[src/rtl/asrv32_uart_loader.sv]
// asrv32_uart_loader: UART boot loader for the ASRV32 SoC.
//
// Receives a program image over an 8N1 serial line and writes it into main
// memory one 32-bit word at a time. The core is held in reset while the image
// is loading, and is released once the complete image has arrived.
//
// Frame on the wire:
//   0xA5, LEN_LO, LEN_HI, then 4*N data bytes (each word sent LSB first)
//
// Optional feature macro: ASRV32_LOADER_CHECKSUM_EN
//   When defined, one more byte follows the data. It carries the XOR of all
//   data bytes, and a mismatch sends the loader to the error state.
//   When undefined, the CSUM state does not exist and DONE follows the last
//   write directly.
//
// Handshake note: byte_valid is a one-cycle strobe with no back-pressure.
// The receiver never waits on the loader FSM, and the FSM consumes every
// strobe in the cycle it is raised. Because of this, a memory write never
// stalls reception.

module asrv32_uart_loader #(
  parameter int CLKS_PER_BIT = 868,
  parameter int MEMORY_DEPTH = 1024
) (
  input  logic        i_clk,
  input  logic        i_rst_n,
  input  logic        i_uart_rx,
  output logic        o_wr_en,
  output logic [3:0]  o_wr_mask,
  output logic [31:0] o_addr,
  output logic [31:0] o_data,
  output logic        o_core_rst_n,
  output logic        o_busy,
  output logic        o_err
);

  localparam int MAX_WORDS = MEMORY_DEPTH / 4;
  // One extra bit, so that the index can hold MAX_WORDS itself after the last increment.
  localparam int KW = $clog2(MAX_WORDS) + 1;
  localparam int CW = $clog2(CLKS_PER_BIT);

  localparam logic [CW-1:0] BIT_LAST  = CW'(CLKS_PER_BIT - 1);
  localparam logic [CW-1:0] HALF_LAST = CW'(CLKS_PER_BIT / 2 - 1);
  localparam logic [15:0]   MAX_LEN   = 16'(MAX_WORDS);
  localparam logic [7:0]    SYNC_BYTE = 8'hA5;

  // ---------------------------------------------------------------------------
  // RX front end
  // ---------------------------------------------------------------------------
  typedef enum logic [1:0] {
    RX_IDLE,
    RX_START,
    RX_DATA,
    RX_STOP
  } rx_state_t;

  logic            rx_meta;
  logic            rx_sync;
  logic            rx_prev;
  rx_state_t       rx_state;
  logic [CW-1:0]   rx_cnt;
  logic [2:0]      rx_bit;
  logic [7:0]      rx_shift;
  logic            byte_valid;
  logic            frame_err;

  // Two-flop synchronizer, plus one delayed copy used for falling-edge detection.
  // All three flops idle high, so leaving reset cannot look like a start bit.
  always_ff @(posedge i_clk or negedge i_rst_n) begin
    if (!i_rst_n) begin
      rx_meta <= 1'b1;
      rx_sync <= 1'b1;
      rx_prev <= 1'b1;
    end else begin
      rx_meta <= i_uart_rx;
      rx_sync <= rx_meta;
      rx_prev <= rx_sync;
    end
  end

  // Bit-timing engine: re-check at mid start bit, then sample every bit period.
  // rx_shift keeps the received byte stable for many cycles after byte_valid,
  // so the loader FSM can read it directly.
  always_ff @(posedge i_clk or negedge i_rst_n) begin
    if (!i_rst_n) begin
      rx_state   <= RX_IDLE;
      rx_cnt     <= '0;
      rx_bit     <= '0;
      rx_shift   <= '0;
      byte_valid <= 1'b0;
      frame_err  <= 1'b0;
    end else begin
      byte_valid <= 1'b0;
      frame_err  <= 1'b0;
      case (rx_state)
        RX_IDLE: begin
          if (rx_prev && !rx_sync) begin
            rx_state <= RX_START;
            rx_cnt   <= '0;
          end
        end
        RX_START: begin
          if (rx_cnt == HALF_LAST) begin
            rx_cnt <= '0;
            rx_bit <= '0;
            // If the line is high again here, the low level was a glitch and not a start bit.
            rx_state <= rx_sync ? RX_IDLE : RX_DATA;
          end else begin
            rx_cnt <= rx_cnt + CW'(1);
          end
        end
        RX_DATA: begin
          if (rx_cnt == BIT_LAST) begin
            rx_cnt   <= '0;
            rx_shift <= {rx_sync, rx_shift[7:1]};
            if (rx_bit == 3'd7) begin
              rx_state <= RX_STOP;
            end else begin
              rx_bit <= rx_bit + 3'd1;
            end
          end else begin
            rx_cnt <= rx_cnt + CW'(1);
          end
        end
        RX_STOP: begin
          if (rx_cnt == BIT_LAST) begin
            rx_cnt   <= '0;
            rx_state <= RX_IDLE;
            if (rx_sync) begin
              byte_valid <= 1'b1;
            end else begin
              frame_err <= 1'b1;
            end
          end else begin
            rx_cnt <= rx_cnt + CW'(1);
          end
        end
        default: begin
          rx_state <= RX_IDLE;
          rx_cnt   <= '0;
        end
      endcase
    end
  end

  // ---------------------------------------------------------------------------
  // Loader FSM
  // ---------------------------------------------------------------------------
  typedef enum logic [2:0] {
    S_SYNC,
    S_LEN_LO,
    S_LEN_HI,
    S_DATA,
`ifdef ASRV32_LOADER_CHECKSUM_EN
    S_CSUM,
`endif
    S_DONE,
    S_ERR
  } state_t;

  state_t          state;
  logic [7:0]      len_lo;
  logic [15:0]     len;
  logic [KW-1:0]   k;
  logic [1:0]      byte_idx;
  logic [23:0]     asm_word;
  logic [15:0]     len_word;
  logic            last_word;
`ifdef ASRV32_LOADER_CHECKSUM_EN
  logic [7:0]      csum;
`endif

  // The full 16-bit length from the two header bytes, and a flag for the final word of the image.
  assign len_word  = {rx_shift, len_lo};
  assign last_word = (16'(k) == (len - 16'd1));

  // Frame parser and memory write port. All outputs are registered here.
  // o_core_rst_n follows DONE with one cycle of delay, so it rises in the cycle after the final write.
  always_ff @(posedge i_clk or negedge i_rst_n) begin
    if (!i_rst_n) begin
      state        <= S_SYNC;
      len_lo       <= '0;
      len          <= '0;
      k            <= '0;
      byte_idx     <= '0;
      asm_word     <= '0;
`ifdef ASRV32_LOADER_CHECKSUM_EN
      csum         <= '0;
`endif
      o_wr_en      <= 1'b0;
      o_wr_mask    <= 4'h0;
      o_addr       <= '0;
      o_data       <= '0;
      o_core_rst_n <= 1'b0;
      o_busy       <= 1'b0;
      o_err        <= 1'b0;
    end else begin
      o_wr_en   <= 1'b0;
      o_wr_mask <= 4'h0;
      if (state == S_DONE) begin
        o_core_rst_n <= 1'b1;
      end

      case (state)
        S_SYNC: begin
          // Framing errors are dropped silently while we hunt for the sync byte.
          if (byte_valid && rx_shift == SYNC_BYTE) begin
            state  <= S_LEN_LO;
            o_busy <= 1'b1;
          end
        end

        S_LEN_LO: begin
          if (frame_err) begin
            state  <= S_ERR;
            o_err  <= 1'b1;
            o_busy <= 1'b0;
          end else if (byte_valid) begin
            len_lo <= rx_shift;
            state  <= S_LEN_HI;
          end
        end

        S_LEN_HI: begin
          if (frame_err) begin
            state  <= S_ERR;
            o_err  <= 1'b1;
            o_busy <= 1'b0;
          end else if (byte_valid) begin
            len      <= len_word;
            k        <= '0;
            byte_idx <= '0;
`ifdef ASRV32_LOADER_CHECKSUM_EN
            csum     <= '0;
`endif
            if (len_word == 16'd0) begin
`ifdef ASRV32_LOADER_CHECKSUM_EN
              state  <= S_CSUM;
`else
              state  <= S_DONE;
              o_busy <= 1'b0;
`endif
            end else if (len_word > MAX_LEN) begin
              state  <= S_ERR;
              o_err  <= 1'b1;
              o_busy <= 1'b0;
            end else begin
              state <= S_DATA;
            end
          end
        end

        S_DATA: begin
          if (frame_err) begin
            state  <= S_ERR;
            o_err  <= 1'b1;
            o_busy <= 1'b0;
          end else if (byte_valid) begin
            byte_idx <= byte_idx + 2'd1;
`ifdef ASRV32_LOADER_CHECKSUM_EN
            csum     <= csum ^ rx_shift;
`endif
            if (byte_idx == 2'd3) begin
              // The fourth byte completes the word. It goes out together with the three bytes already collected.
              o_wr_en   <= 1'b1;
              o_wr_mask <= 4'hF;
              o_addr    <= 32'({k, 2'b00});
              o_data    <= {rx_shift, asm_word};
              k         <= k + KW'(1);
              if (last_word) begin
`ifdef ASRV32_LOADER_CHECKSUM_EN
                state  <= S_CSUM;
`else
                state  <= S_DONE;
                o_busy <= 1'b0;
`endif
              end
            end else begin
              asm_word <= {rx_shift, asm_word[23:8]};
            end
          end
        end

`ifdef ASRV32_LOADER_CHECKSUM_EN
        S_CSUM: begin
          if (frame_err) begin
            state  <= S_ERR;
            o_err  <= 1'b1;
            o_busy <= 1'b0;
          end else if (byte_valid) begin
            o_busy <= 1'b0;
            if (rx_shift == csum) begin
              state <= S_DONE;
            end else begin
              state <= S_ERR;
              o_err <= 1'b1;
            end
          end
        end
`endif

        S_DONE: begin
          // The loader is finished: only i_rst_n leaves this state.
        end

        S_ERR: begin
          // A new sync byte restarts reception of a frame. The word index k is cleared again in LEN_HI.
          if (byte_valid && rx_shift == SYNC_BYTE) begin
            state  <= S_LEN_LO;
            o_err  <= 1'b0;
            o_busy <= 1'b1;
          end
        end

        default: begin
          state <= S_SYNC;
        end
      endcase
    end
  end

endmodule
[config.mk]
export PLATFORM = sky130hd
export DESIGN_NAME = asrv32_uart_loader
export DESIGN_NICKNAME = d
export VERILOG_FILES = /design/src/rtl/asrv32_uart_loader.sv
export SDC_FILE = /design/constraint.sdc
export NUM_CORES = 1
export LEC_CHECK = 0
export BUFFER_PORTS_ARGS = -buffer_cell sky130_fd_sc_hd__buf_2
export CAP_MARGIN = 30
export CORE_MARGIN = 2
export CORE_UTILIZATION = 35
export CTS_CLUSTER_DIAMETER = 100
export DETAILED_ROUTE_END_ITERATION = 10
export SLEW_MARGIN = 20
export SYNTH_ARGS = -nofsm -noshare
export SYNTH_HDL_FRONTEND = slang
export SYNTH_SLANG_ARGS = --single-unit
[constraint.sdc]
create_clock -name i_clk -period 2.5 [get_ports i_clk]
set_input_delay 0.5 -clock i_clk [delete_from_list [all_inputs] [get_ports i_clk]]
set_output_delay 0.5 -clock i_clk [all_outputs]
set_load 0.05 [all_outputs]
Word level (Yosys, flattened, before mapping):

Index checks and enable logic that the tools add are counted.

* RAM bits: 0
* bits in latches: 0
* register bits: 139
* bits in read-only memories: 0
* memories kept: 0

* equal/unequal tests: 37
* shift operators: 0
* add/sub/neg operators: 5
* reduce and logical (&&, ||, !) cells: 25
* $mul: 0
* divide/modulo/power cells: 0
* muxes and demuxes: 70
* order comparisons: 1
* bitwise gates (word level): 3

Operators with widths (count)
* $mux 9: 5
* $mux 3: 14
* $mux 10: 3
* $pmux 10 s3: 1
* $mux 1: 26
* $ne 2x2->1 const B: 13
* $ne 3x3->1 const B: 7
* $mux 2: 10
* $pmux 9 s2: 1
* $eq 9x16->1: 1
* $gt 16x9->1 const B: 1
* $logic_not 16->1: 1
* $mux 4: 4
* $sub 16x1->16 const B: 1
* $pmux 3 s5: 1
* $reduce_and 4->1: 3
* $reduce_and 6->1: 2
* $add 10x1->10 const B: 1
* $eq 10x10->1 const B: 1
* $eq 10x9->1 const B: 1
* $reduce_and 5->1: 2
* $add 9x1->9 const B: 1
* $eq 3x3->1 const B: 3
* $eq 8x8->1 const B: 1
* other kinds (26): 37

Depth between registers and ports, before layout:

* depth in word-level cells: 7
* mapped depth: 10

Worst setup path before layout:

Ideal clock, no wire load.

* path kind: reg-to-reg
* from: reg rx_cnt[0]
* to: reg rx_cnt[7]
* arrival time: 2.191 ns
* buffers on the path: 1
* data required time: 2.371 ns
* stages on the path, launching flop included: 8
* setup slack: 0.180 ns
* cells stage by stage: dfrtp_1 ha_1 nand2_1 or4b_1 or4_1 a21boi_2 buf_2 o41ai_1

* cells in the longest elaborated chain, start to end: 3

RTL lines
* from (decl): line 61 `logic [CW-1:0] rx_cnt;`
* from (signal assigned): line 109 `rx_cnt <= rx_cnt + CW'(1);`
* from (signal assigned): line 122 `rx_cnt <= rx_cnt + CW'(1);`
* from (signal assigned): line 135 `rx_cnt <= rx_cnt + CW'(1);`
* $add 10x1->10 (tied with other cells): line 109, 122, 135
* $mux 10 (on tied branches): line 113, 126, 103
* $pmux 10 s3 *: line 95 `case (rx_state)`

Mark *: on every way between the ends. The rest lies on a longest branch, timed or not.
A chain may end at the register's enable or synchronous reset.

Worst setup path after layout:

* from: reg len[3]
* to: reg o_busy

* cells in the longest elaborated chain, start to end: 4

RTL lines
* from (decl): line 163 `logic [15:0] len;`
* from (signal assigned): line 230 `len <= len_word;`
* $sub 16x1->16: line 175 `assign last_word = (16'(k) == (len - 16'd1));`
* $eq 9x16->1: line 175
* $ne 3x3->1 (no line)
* $reduce_and 8->1 (no line)
* to (signal assigned): line 195 `o_busy <= 1'b0;`
* to (signal assigned): line 209 `o_busy <= 1'b1;`
* to (signal assigned): line 217 `o_busy <= 1'b0;`
* to (decl): line 33 `output logic o_busy,`

No other way between the ends.

==> results.yml <==
clocking:
  cts.clk_slew.worst_paths_ns: 0.06
  clock_latency_ns: 0.42
  clkSinkCount: 135
  cts_buffer_depth: 2
  cts_tree: "yes"
  cts_made_buffers: 17
  htreeDepth: 4
  cts_root_buffer: "clkbuf_16"
pwr:
  p_leak_uw: 0.00384
  p_sw_uw: 1340
  sw_frac_of_total: 0.261
  power_density_nw_per_um2: 686
  p_clk_frac: 0.464
  seqPwrFrac: 0.467
  p_int_uw: 3800
  combPwrFrac: 0.069
  ir_worst_vdd_mv: 0.513
finish:
  area_growth_pct: 18.7
  multi_input_area_um2: 2700
  drive_above_1_share: 0.292
  fin_util: 0.420
  antennaDiodeCount: 0
  nets: 674
  stdcell_area_um2: 7500
  n_fill_cell: 1707
  regArea_um2: 3380
  stdcell_count: 906
logic_synthesis:
  synth_edf_count: 0
  synth_flop_cell: "dfrtp_1"
  synthArstFlopShare: 1.00
  synth.distinct_cells: 60
  yosys-top-cells-area: "dfrtp_1, mux2_2, nand2_1, buf_4, nor2_1"
  synth_top_area_share: 0.523
  avgSynthCellArea_um2: 10.6
  synthesis.area_um2: 6320
  yosysMostFrequentCell: "dfrtp_1"
  synth_top_area_cell: "dfrtp_1"
  syn_inst: 596
  seq_area_frac_synth: 0.535
  synth-seq-cells: 135
  yosysWarnings: 0
  synth.top_cells.by_count: "dfrtp_1, nand2_1, mux2_2"
placed_design:
  placed_cells: 869
  place_hpwl_um: 9070
  dpl_cell_area_um2: 6860
  gp_congestion: 0.841
  port_buffers: 51
setup_path:
  worstReg2RegEnd: "o_busy$_DFFE_PN0P_"
  critical_path_class: "reg2reg"
  rr_worst_depth: 7
  critical_path_peak_fanout: 3
  required_ns: 2.79
  reg2reg_setup_slack_ns: 0.06
  worstPathArrival_ns: 2.72
  worstSetupEndpoint: "o_busy$_DFFE_PN0P_"
  startpoint: "len[3]$_DFFE_PN0P_"
  rr_startpoint: "len[3]$_DFFE_PN0P_"
  cp-start-kind: "flop"
  crit_path_end_kind: "flop"
global_route:
  antenna_found_initial: 0
  overflow: 0
  grt_max_degree: 62
  grt_usage: 0.145
  grt_pass1_vias: 4590
  grt_pass1_wl_um: 22700
routing:
  drc: 0
  drt-pass1-iter-count: 4
  wl_um: 13500
  vias: 4567
  viasPerCell: 5.04
  drtAntennaViolNets: 0
  drt-wirelength-per-cell_um: 14.9
  drt_iter0_drc: 245
sta:
  clock_skew_ns: 0.00773
  tightest_slew_ns: 0.594
  final_hold_viol_count: 0
  clock.fmax_ghz: 0.410
  fin_crit_sh: 0.975
  rsz0062_at_grt: "true"
  final_max_slew_viol_count: 0
  holdWs_ns: 0.0504
  setup_viol: 0
  slew_headroom: 0.604
  fin_crit_ns: 2.44
floorplan:
  initial_core_util: 0.354
  die_w_um: 138
  die_area_um2: 19100
  die_y_um: 138
  io-pin-count: 75
  core_um2: 17800
  rows: 49
run_status:
  status: "finished, final reports clean"
min_path:
  hold_path.class: "in2async"
job:
  maxCapViolCount: 0
## flip-flops by register name, summed over array words and instances, names as in the netlist, 8 cells and up, named ones only
register / count
o_data: 32
asm_word: 24
len: 16
rx_cnt: 10
k: 9
o_addr: 9
len_lo: 8
rx_shift: 8
## worst min path at each step
stage	to	from	cells past startpoint	slack [ns]
2_1_floorplan	async pin	i_rst_n	0	0.20
3_3_place_gp	rx_sync$_DFF_PN1_	rx_meta$_DFF_PN1_	0	0.35
3_5_place_dp	rx_sync$_DFF_PN1_	rx_meta$_DFF_PN1_	0	0.35
4_1_cts	len[3]$_DFFE_PN0P_	i_rst_n	1	0.09
5_1_grt	o_data[31]$_DFFE_PN0P_	i_rst_n	1	0.10
6_report	o_data[31]$_DFFE_PN0P_	i_rst_n	1	0.05
## metrics by stage
step / power [uW] / setup TNS [ns] / setup WS (ns)
after floorplan: 2660 / 0 / 0.180
after global placement: 2720 / 0 / 0.155
after detailed placement: 2760 / 0 / 0.0113
after CTS: 5160 / 0 / 0.0137
after global routing: 5360 / -0.137 / -0.0442
final: 5140 / 0 / 0.0635
## kinds of logic after synthesis
group,share of synthesized area
AO/OA/AOI/OAI,0.0848
adder cells (fa/ha/maj),0.0139
other,0.000594
multiplexers,0.125
AND/OR/NAND/NOR,0.165
flip-flops,0.535
buffers and inverters,0.0557
XOR/XNOR,0.0194
## per-layer routing
layer | vias up | share of wire | global-route usage
met5 | - | 0 | 0
met4 | 0 | 0.013 | 0.0510
met3 | 18 | 0.040 | 0.0430
met2 | 105 | 0.50 | 0.235
met1 | 2276 | 0.44 | 0.185
li1 | 2168 | - | -
## power groups by stage
stage	Clock [uW]	Combinational, uW	Sequential, uW
6_report	2390	356	2400
5_1_grt	2550	398	2420
4_1_cts	2430	341	2380
3_5_place_dp	0	338	2420
3_3_place_gp	0	310	2410
2_1_floorplan	0	284	2380
## worst max-delay path: stages (launching register included)
cell	delay [ns]
dfrtp_1	0.39
or4_4	0.56
o21a_1	0.21
or4_1	0.40
a32oi_1	0.22
nand4_1	0.21
o21ai_1	0.21
o211ai_1	0.10
## cell type report
class | instances | area share
tap | 229 | 0.0382
clock inverter | 13 | 0.0162
inverter | 11 | 0.00551
sequential | 135 | 0.451
clock buffer | 19 | 0.0591
multi-input combinational | 417 | 0.360
timing repair buffer | 82 | 0.0693
## layout by cell type (no fill, tap or decap), drive strengths merged, types with 3 or more instances in the layout
master  instances
dfrtp         132
nand2         112
buf            82
mux2           70
nor2           32
o21ai          28
conb           23
clkbuf         19
a21oi          14
inv            13
nand3          11
xor2           10
a31oi           9
nor3            9
or4             8
clkinv          8
nor2b           7
ha              7
nor3b           6
nor4            6
nand4           6
o31ai           5
a22o            5
or3             4
xnor2           4
and3            3
nand2b          3
or2             3
dfstp           3
a211oi          3
## timing repair
action | 4_1_cts | 5_1_grt
buffers inserted | 0 | 5
hold buffers | 0 | 0
cloned | 0 | 0
gates resized for setup | 1 | 6
pin swaps | 0 | 7
endpoints found under the setup margin | 2 | 15
No activity file was read; power rests on OpenSTA's default activity.
